==> config.mk <==
export PLATFORM = sky130hd
export DESIGN_NAME = reset_sequencer
export DESIGN_NICKNAME = d
export VERILOG_FILES = /design/src/rtl/reset_sequencer.sv
export SDC_FILE = /design/constraint.sdc
export NUM_CORES = 1
export LEC_CHECK = 0
export ABC_CLOCK_PERIOD_IN_PS = 3550
export BUFFER_PORTS_ARGS = -buffer_cell sky130_fd_sc_hd__buf_2
export CAP_MARGIN = 20
export CELL_PAD_IN_SITES_DETAIL_PLACEMENT = 1
export CELL_PAD_IN_SITES_GLOBAL_PLACEMENT = 2
export CORE_MARGIN = 3
export CORE_UTILIZATION = 38
export CTS_CLUSTER_DIAMETER = 40
export DETAILED_ROUTE_END_ITERATION = 7
export PLACE_DENSITY_LB_ADDON = 0.1
export SLEW_MARGIN = 20
export SYNTH_ARGS = -nofsm -noshare
export SYNTH_HDL_FRONTEND = slang
export SYNTH_SLANG_ARGS = --single-unit
==> constraint.sdc <==
create_clock -name clk -period 3.55 [get_ports clk]
set_input_delay 0.5325 -clock clk [delete_from_list [all_inputs] [get_ports clk]]
set_output_delay 0.5325 -clock clk [all_outputs]
set_load 0.01 [all_outputs]
==> src/rtl/reset_sequencer.sv <==
// reset_sequencer: synchronises and debounces a raw reset pin, merges it with
// a software request and the block's own reset, holds every output for a
// minimum time, and then releases the channels one at a time, bit 0 first.
// `cause` records which source started the most recent reset.
//
// `ready` is a status level, not a handshake. It is high exactly while every
// channel is released, and nothing ever waits on it from the other side.
module reset_sequencer #(
  parameter int CHANNELS        = 4,
  parameter int SYNC_STAGES     = 2,
  parameter int DEBOUNCE_CYCLES = 16,
  parameter int HOLD_CYCLES     = 8,
  parameter int STAGE_DELAY     = 4
) (
  input  logic                clk,
  input  logic                reset,
  input  logic                rawReset,
  input  logic                swResetReq,
  output logic [CHANNELS-1:0] resetOut,
  output logic                ready,
  output logic [1:0]          cause,
  output logic [1:0]          dbg_state
);

  typedef enum logic [1:0] {
    ST_ASSERT  = 2'd0,
    ST_RELEASE = 2'd1,
    ST_RUN     = 2'd2
  } state_t;

  localparam int DEB_W   = $clog2(DEBOUNCE_CYCLES + 1);
  localparam int HOLD_W  = $clog2(HOLD_CYCLES + 1);
  localparam int STAGE_W = $clog2(STAGE_DELAY + 1);

  localparam logic [DEB_W-1:0]   DEB_LAST   = DEB_W'(DEBOUNCE_CYCLES - 1);
  localparam logic [HOLD_W-1:0]  HOLD_MAX   = HOLD_W'(HOLD_CYCLES);
  localparam logic [HOLD_W-1:0]  HOLD_LAST  = HOLD_W'(HOLD_CYCLES - 1);
  localparam logic [STAGE_W-1:0] STAGE_LAST = STAGE_W'(STAGE_DELAY - 1);

  localparam logic [1:0] CAUSE_POWER = 2'b00;
  localparam logic [1:0] CAUSE_PIN   = 2'b01;
  localparam logic [1:0] CAUSE_SW    = 2'b10;

  logic [SYNC_STAGES-1:0] sync_q;
  logic                   sync_out;
  logic                   deb;
  logic [DEB_W-1:0]       deb_cnt;

  state_t                 state, state_n;
  logic [HOLD_W-1:0]      hold_cnt, hold_n;
  logic [STAGE_W-1:0]     stage_cnt, stage_n;
  logic [CHANNELS-1:0]    out_n;
  logic                   ready_n;
  logic [1:0]             cause_n;
  logic                   reenter;

  assign sync_out  = sync_q[SYNC_STAGES-1];
  assign reenter   = deb | swResetReq;
  assign dbg_state = state;

  // Pin synchroniser; resets to "asserted" so the pin must prove it is low.
  always_ff @(posedge clk) begin
    if (reset) begin
      sync_q <= '1;
    end else begin
      sync_q <= {sync_q[SYNC_STAGES-2:0], rawReset};
    end
  end

  // Debouncer: the level flips only after a full run of differing samples.
  always_ff @(posedge clk) begin
    if (reset) begin
      deb     <= 1'b1;
      deb_cnt <= '0;
    end else if (sync_out != deb) begin
      if (deb_cnt >= DEB_LAST) begin
        deb     <= ~deb;
        deb_cnt <= '0;
      end else begin
        deb_cnt <= deb_cnt + 1'b1;
      end
    end else begin
      deb_cnt <= '0;
    end
  end

  // Sequencer state and registered outputs.
  always_ff @(posedge clk) begin
    if (reset) begin
      state     <= ST_ASSERT;
      hold_cnt  <= '0;
      stage_cnt <= '0;
      resetOut  <= '1;
      ready     <= 1'b0;
      cause     <= CAUSE_POWER;
    end else begin
      state     <= state_n;
      hold_cnt  <= hold_n;
      stage_cnt <= stage_n;
      resetOut  <= out_n;
      ready     <= ready_n;
      cause     <= cause_n;
    end
  end

  // Next-state and next-output logic. Channels release by shifting zeros in
  // from bit 0, so cleared bits stay cleared and the order is fixed.
  always_comb begin
    state_n = state;
    hold_n  = hold_cnt;
    stage_n = stage_cnt;
    out_n   = resetOut;
    ready_n = ready;
    cause_n = cause;

    case (state)
      ST_ASSERT: begin
        out_n   = '1;
        ready_n = 1'b0;
        stage_n = '0;
        if (hold_cnt != HOLD_MAX) begin
          hold_n = hold_cnt + 1'b1;
        end
        // The current edge completes the hold time when the count is at
        // HOLD_CYCLES-1, so release starts exactly HOLD_CYCLES after entry.
        if ((hold_cnt >= HOLD_LAST) && !deb && !swResetReq) begin
          state_n = ST_RELEASE;
          hold_n  = '0;
        end
      end

      ST_RELEASE: begin
        if (reenter) begin
          state_n = ST_ASSERT;
          out_n   = '1;
          ready_n = 1'b0;
          hold_n  = '0;
          stage_n = '0;
          cause_n = deb ? CAUSE_PIN : CAUSE_SW;
        end else if (stage_cnt >= STAGE_LAST) begin
          stage_n = '0;
          out_n   = resetOut << 1;
          if (out_n == '0) begin
            ready_n = 1'b1;
            state_n = ST_RUN;
          end
        end else begin
          stage_n = stage_cnt + 1'b1;
        end
      end

      ST_RUN: begin
        out_n   = '0;
        ready_n = 1'b1;
        if (reenter) begin
          state_n = ST_ASSERT;
          out_n   = '1;
          ready_n = 1'b0;
          hold_n  = '0;
          stage_n = '0;
          cause_n = deb ? CAUSE_PIN : CAUSE_SW;
        end
      end

      default: begin
        state_n = ST_ASSERT;
        out_n   = '1;
        ready_n = 1'b0;
        hold_n  = '0;
        stage_n = '0;
      end
    endcase
  end

endmodule

# Yosys cells after proc, flatten, opt, wreduce, memory -nomap -nowiden
# Cells that the tools add are included.
# totals
register_bits,24
latchBits,0
ram_bits,0
rom_bits,0
elab_cells,65
mem_count,0
# classes
addsub,3
mul,0
div_mod_pow,0
n_lt_le_gt_ge,3
eq_ne,10
n_shift,0
n_mux,24
bitwise,3
n_reduce_logical,13
# op_table
cell,n
2-to-1 mux 4 bit,6
case mux 4 bit (2 select lines),2
2-to-1 mux 2 bit,6
2-to-1 mux 3 bit,3
!= test 3 bit (second input constant),3
AND reduction 2 bit,4
case mux 2 bit (3 select lines),1
case mux 3 bit (2 select lines),1
adder 5 x 1 -> 5 bit (second input constant),1
greater-or-equal comparator 5 x 4 -> 1 bit (second input constant),1
adder 4 x 1 -> 4 bit (second input constant),1
greater-or-equal comparator 4 x 3 -> 1 bit (second input constant),1
logical NOT 4 bit,1
2-to-1 mux 1 bit,4
!= test 2 bit (second input constant),2
!= test 4 bit (second input constant),1
AND reduction 4 bit,1
adder 3 x 1 -> 3 bit (second input constant),1
greater-or-equal comparator 3 x 2 -> 1 bit (second input constant),1
OR reduction 3 bit,1
== test 2 x 1 -> 1 bit (second input constant),1
== test 2 bit (second input constant),1
logical AND 1 bit,2
logical NOT 1 bit,2
7 further kinds,8

# Depth between registers and ports, before layout
# Gate-level depths: netlist of run 1.
# logic_depth
word_depth,5
depth_mapped,7

# Least setup slack after synthesis of run 1
# No wires, ideal clock.
# synth_path
path_kind,reg-to-reg
startpoint,register deb_cnt[0]
endpoint,register deb_cnt[2]
arrival_ns,1.555
t_required_ns,3.485
path_slack_ns,1.930
stages_incl_launch_ff,8
n_path_buf,0
synth_period_minus_slack_ns,1.620
cell_sequence,dfxtp_1 > ha_1 > and3_1 > ha_1 > nor2_1 > nand2_1 > or3_1 > nor2_1
# synth_between
elab_chain_len,2
# synth_rtl
item,line,text
start: declaration,47,logic [DEB_W-1:0] deb_cnt;
start signal: assignment,80,deb_cnt <= deb_cnt + 1'b1;
greater-or-equal comparator 5 x 4 -> 1 bit,76,if (deb_cnt >= DEB_LAST) begin
OR reduction 3 bit (no source line),--,
# Parallel ways exist; a longest one is shown, timed or not.
# A chain may end at the register's enable or synchronous reset.

# Worst setup path after layout of run 1
# Same ends and word-level chain as after synthesis.

==> results.py, run 1 <==
metrics = {
    "sta": {
        "slew_headroom_pct": 58.8,
        "hold_viol": 0,
        "period_share_pct": 50.8,
        "fin_setup_tns_ns": 0,
        "finalSetupViolations": 0,
        "rsz0062_at_grt": "no",
        "fin_crit_ns": 1.80,
        "worst-slew-pin-transition_ns": 0.612,
        "clock.fmax_ghz": 0.554,
        "skew_ns": 0.00370,
        "final-max-slew-violation-count": 0,
    },
    "synth": {
        "synth_cell_types": 40,
        "ys_seq_elements": 24,
        "synthArstFlopShare_pct": 0,
        "avgSynthCellArea_um2": 9.24,
        "synth_flop_cell": "dfxtp_1",
        "synthTopCellsByArea": "dfxtp_1 41%, ha_1 9.5%, nand3_1 5.5%",
        "synthTopCellsByCount": "24 x dfxtp_1, 13 x nand3_1, 11 x nand2_1, 10 x nor2_1, 9 x ha_1",
        "ys_seq_area_share_pct": 40.6,
        "synth.top_cell.area_share_pct": 40.6,
        "synthesis.nets": 141,
        "ys_warn_count": 0,
        "syn_area_um2": 1180,
        "synth-edff-count": 0,
        "yosysMostFrequentCell": "dfxtp_1",
        "synth_area_leader_cell": "dfxtp_1",
        "synth_cells": 128,
    },
    "cells_and_area": {
        "n_fill_cell": 351,
        "nNetsFinal": 153,
        "fin_area_um2": 1300,
        "drive_above_1_share_pct": 17.3,
        "diodes": 0,
        "area_growth_pct": 9.84,
    },
    "critical_path": {
        "cp-end-kind": "register",
        "ff2ff_path_depth": 7,
        "crit_fanout": 5,
        "r2r-start": "deb_cnt[0]",
        "r2r-end": "deb_cnt[2]",
        "r2r_slack_ns": 1.75,
        "critPathLaunch": "deb_cnt[0]",
        "worst_ep_arrival_time_ns": 2.07,
        "endpoint": "deb_cnt[2]",
        "startpoint_type": "register",
        "required_ns": 3.82,
        "worstSetupPathType": "reg2reg",
    },
    "routing": {
        "drc": 0,
        "drt_iter0_markers": 30,
        "wire_per_inst_um": 14.5,
        "wirelength_um": 2460,
        "viasPerCell": 5.54,
        "dr.pass1.iters": 4,
        "num_vias": 942,
        "drtAntennaViolNets": 0,
    },
    "floorplanning": {
        "start_util_pct": 41.4,
        "coreArea_um2": 2850,
        "num_rows": 19,
        "die_h_um": 61.8,
        "die_x_um": 61.8,
        "fp.dieArea_um2": 3820,
        "ios": 13,
    },
    "placement": {
        "place_congestion": 0.741,
        "placed_area_um2": 1250,
        "dpl.hpwl_um": 1800,
        "numPortBuffers": 12,
    },
    "global_route": {
        "overflow": 0,
        "grt_pass1_wl_um": 4290,
        "antenna_found_initial": 0,
        "grt_usage_pct": 15.3,
        "grt_max_degree": 22,
        "grt_pass1_vias": 956,
    },
    "power": {
        "powerDensity_nw_per_um2": 382,
        "ir_drop_mv": 0.178,
        "p_leak_nw": 0.506,
    },
    "run_status": {
        "outcome": "completed",
    },
    "clock_tree": {
        "clk_path_buf_depth": 2,
        "cts_setup_buffers": 0,
        "tritoncts": "done",
        "cts_resized": 0,
        "cts.sinks": 24,
        "ctsHoldBuffers": 0,
        "clkTransAtPathRegs_ns": 0.13,
        "clk_latency_ns": 0.32,
        "cts_inserted_buffers": 3,
        "htree_num_levels": 1,
        "clockRootBuffer": "clkbuf_4",
    },
    "flow_run": {
        "drv_cap": 0,
    },
    "min_path": {
        "hp-class": "in2reg",
        "hold_start": "rawReset",
    },
}
[cell families (layout without fill, tap and decap cells)]
| logic type | after synthesis | after routing | share of synthesized area [%] |
|---|---|---|---|
| AND/OR/NAND/NOR | 54 | 54 | 24.9 |
| flip-flops | 24 | 24 | 40.6 |
| adder cells (fa/ha/maj) | 9 | 9 | 9.52 |
| AO/OA/AOI/OAI | 24 | 24 | 15.6 |
| XOR/XNOR | 3 | 3 | 2.22 |
| multiplexers | 2 | 2 | 2.01 |
| buffers and inverters | 12 | 23 | 5.18 |
[cells in the final DEF, fill, tap and decap left out, types with 2 or more instances in the layout]
master / Yosys / final
dfxtp_1: 24 / 24
nand3_1: 13 / 13
buf_2: 0 / 12
nand2_1: 11 / 11
nor2_1: 10 / 10
ha_1: 9 / 9
inv_1: 7 / 7
a21oi_1: 7 / 7
or3_1: 4 / 4
xnor2_1: 3 / 3
nor2b_1: 3 / 3
clkbuf_4: 0 / 3
nand3b_1: 2 / 2
o21ai_0: 2 / 2
o31ai_1: 2 / 2
a311oi_1: 2 / 2
a41o_1: 2 / 2
or2_2: 2 / 2
[metrics by stage]
stage	hold WS [ns]	utilization [%]	power (W)	worst slack, ns	instances
2_1_floorplan	0.389	-	0.000296	1.93	128
3_3_place_gp	0.391	43.7	0.000302	1.73	166
3_5_place_dp	0.399	43.7	0.000304	1.65	166
4_1_cts	0.356	45.5	0.000509	1.74	170
5_1_grt	0.361	45.5	0.000522	1.60	170
6_report	0.379	45.5	0.000496	1.75	170
[critical path, stage by stage, from the launching register on]
cell and delay (ns):
dfxtp_1 0.36, ha_1 0.23, and3_1 0.20, ha_1 0.18, nor2_1 0.16, nand2_1 0.08, or3_1 0.43, nor2_1 0.12
[how the worst min path moves through the flow]
stage / endpoint / slack [ns] / depth (start not counted)
2_1_floorplan: sync_q[1] / 0.39 / 1
3_3_place_gp: sync_q[1] / 0.39 / 1
3_5_place_dp: sync_q[1] / 0.40 / 1
4_1_cts: sync_q[0] / 0.36 / 2
5_1_grt: sync_q[0] / 0.36 / 2
6_report: sync_q[0] / 0.38 / 2
[area by class of cell]
cell class / instances / area [µm²] / share of cell area, %
clock buffer: 3 / 22.5 / 1.73
clock inverter: 1 / 30.0 / 2.31
inverter: 7 / 26.3 / 2.02
multi-input combinational: 92 / 641 / 49.3
sequential: 24 / 480 / 37.0
tap: 31 / 38.8 / 2.99
timing repair buffer: 12 / 60.1 / 4.62
[state kept, by name, indices dropped and copies added (netlist names)]
signal	count
sync_q	2
resetOut	4
deb_cnt	5
ready	1
cause	2
deb	1
stage_cnt	3
dbg_state	2
hold_cnt	4
[metal layers]
metal | track usage (%) | up-vias | share of wire, %
li1 | - | 481 | -
met1 | 20.2 | 444 | 50
met2 | 24.1 | 12 | 46
met3 | 2.07 | 5 | 2.4
met4 | 8.18 | 0 | 2.5
met5 | 0 | - | 0
[power by group]
part	leakage, nW	switching [W]	internal [W]
Clock	0.0279	0.0000843	0.000114
Combinational	0.283	0.0000112	0.00000825
Sequential	0.195	0.00000392	0.000274
Total	0.506	0.0000995	0.000396
Note: power is estimated with default switching activity, not from simulation.
==> inputs of run 2 (changes only) <==
Settings changed: ABC_CLOCK_PERIOD_IN_PS 3550 to 1700, CORE_UTILIZATION 38 to 35.
Clock period 3.55 ns to 1.7 ns, I/O delays scaled along.
==> run 2 against run 1 <==
Total power rose by 110%. Hold slack worse by 0.28 ns. Largest power group unchanged. Combinational power increased by 140%. Register-to-register slack worse by 1.7 ns. Largest cell class unchanged. Critical path type unchanged. Setup slack worse by 1.7 ns. Wire length is 10% higher. Highest routed layer unchanged. Clock power increased by 120%. Die area increased by 7.7%. Global-route usage decreased by 0.77 points.
==> results.py, run 2 (synthesis results as in run 1) <==
metrics = {
    "sta": {
        "period_share_pct": 97.1,
        "fin_crit_ns": 1.65,
        "setup_slack_ns": 0.0489,
        "worst-slew-pin-transition_ns": 0.416,
        "rsz0062_at_grt": "yes",
        "clock.fmax_ghz": 0.606,
        "hold_viol": 0,
        "finalSetupViolations": 0,
        "slew_headroom_pct": 72.3,
        "fin_setup_tns_ns": 0,
        "skew_ns": 0.00759,
        "final-max-slew-violation-count": 0,
        "hold_slack_ns": 0.0963,
    },
    "placement": {
        "numPortBuffers": 12,
        "dpl.hpwl_um": 1920,
        "dp_slack_ns": -0.0476,
        "place_congestion": 0.683,
    },
    "routing": {
        "route.met2.wl_um": 1370,
        "drc": 0,
        "wire_per_inst_um": 14.0,
        "wirelength_um": 2710,
        "wl_met3_um": 58,
        "drt_iter0_markers": 34,
        "highest_layer": "met4",
        "wl_met1_um": 1230,
        "viasPerCell": 5.13,
        "drtAntennaViolNets": 0,
        "num_vias": 991,
        "dr.pass1.iters": 3,
    },
    "global_route": {
        "grt_max_degree": 22,
        "antenna_found_initial": 0,
        "grt_usage_pct": 14.5,
        "overflow": 0,
        "grt_pass1_wl_um": 4730,
        "grt_pass1_vias": 1079,
    },
    "floorplanning": {
        "die_x_um": 64.1,
        "fp.dieArea_um2": 4110,
        "num_rows": 20,
        "ios": 13,
        "coreArea_um2": 3130,
        "start_util_pct": 37.8,
        "die_h_um": 64.1,
    },
    "critical_path": {
        "crit_fanout": 5,
        "startpoint_type": "register",
        "required_ns": 1.98,
        "worst_ep_arrival_time_ns": 1.93,
        "worstSetupPathType": "reg2reg",
        "cp-end-kind": "register",
    },
    "cells_and_area": {
        "diodes": 0,
        "n_fill_cell": 368,
        "seqCellArea_um2": 487,
        "area_growth_pct": 25.4,
        "largest_register": "deb_cnt",
        "final_common_cell": "dfxtp_1",
        "largest_reg_flops": 5,
        "layout_common_cells": "19 x dfxtp_1, 13 x nand3_1, 12 x buf_2",
        "multi_input_area_um2": 727,
        "reg_top3": "deb_cnt x5, hold_cnt x4, resetOut x4",
        "drive_above_1_share_pct": 36.2,
        "nNetsFinal": 163,
    },
    "clock_tree": {
        "tritoncts": "done",
        "cts_inserted_buffers": 3,
        "clk_latency_ns": 0.33,
        "htree_num_levels": 1,
        "clockRootBuffer": "clkbuf_4",
        "clk_path_buf_depth": 2,
        "cts.sinks": 24,
        "clkTransAtPathRegs_ns": 0.15,
        "ctsHoldBuffers": 0,
    },
    "min_path": {
        "hp-class": "in2reg",
    },
    "power": {
        "p_leak_nw": 0.556,
        "powerDensity_nw_per_um2": 712,
        "ir_drop_mv": 0.373,
    },
    "run_status": {
        "outcome": "completed",
    },
    "flow_run": {
        "drv_cap": 0,
    },
}
## run 2: cell count changes in the layout (fill, tap and decap cells not counted), sizes merged
cell,before,now
buf,12,22
## run 2: path summary, 6_finish.rpt
kind                                  from    endpoint  slack [ns]  cells after the start
worst min register to register   sync_q[0]   sync_q[1]        0.44                      1
worst max register to register  deb_cnt[1]  deb_cnt[0]        0.05                      7
worst max-delay path            deb_cnt[1]  deb_cnt[0]        0.05                      7
worst min-delay path              rawReset   sync_q[0]         0.1                      2
## run 2: cell type report
class | instances | share of cell area, %
clock inverters | 1 | 2.03
inverters | 7 | 1.77
clock buffers | 3 | 1.52
repair buffers | 22 | 9.11
well taps | 44 | 3.71
multi-input cells | 92 | 49.0
flip-flops and latches | 24 | 32.8
## run 2: per-layer routing
| metal | vias up | track usage, % |
|---|---|---|
| met1 | 478 | 17.0 |
| met3 | 4 | 2.81 |
| met5 | - | 0 |
| met2 | 9 | 25.0 |
| li1 | 500 | - |
| met4 | 0 | 7.12 |
## run 2: repair_timing
action,4_1_cts,5_1_grt
buffers inserted,0,2
gates resized for setup,6,18
endpoints found under the setup margin,8,10
cloned,0,0
pin swaps,2,4
## run 2: per-stage QoR
stage / total power [W] / cells / utilization [%] / cell area [µm²]
after CTS: 0.00107 / 192 / 44.7 / 1400
after global placement: 0.000633 / 188 / 42.5 / 1330
after floorplan: 0.000619 / 128 / - / 1180
after global routing: 0.00111 / 193 / 47.4 / 1480
after detailed placement: 0.000637 / 188 / 42.5 / 1330
final: 0.00106 / 193 / 47.4 / 1480
## run 2: critical path, cell delays in order, from the launching register on
cell and delay (ns):
dfxtp_2 0.37, ha_4 0.16, and3_4 0.17, ha_2 0.17, nor2_2 0.11, nand2_1 0.08, or3_4 0.42, nor2_4 0.12
## run 2: power by group
part           internal, W  switching [W]  leakage [nW]
Sequential        0.000572     0.00000859         0.197
Clock             0.000239       0.000190        0.0279
Combinational    0.0000198      0.0000263         0.331
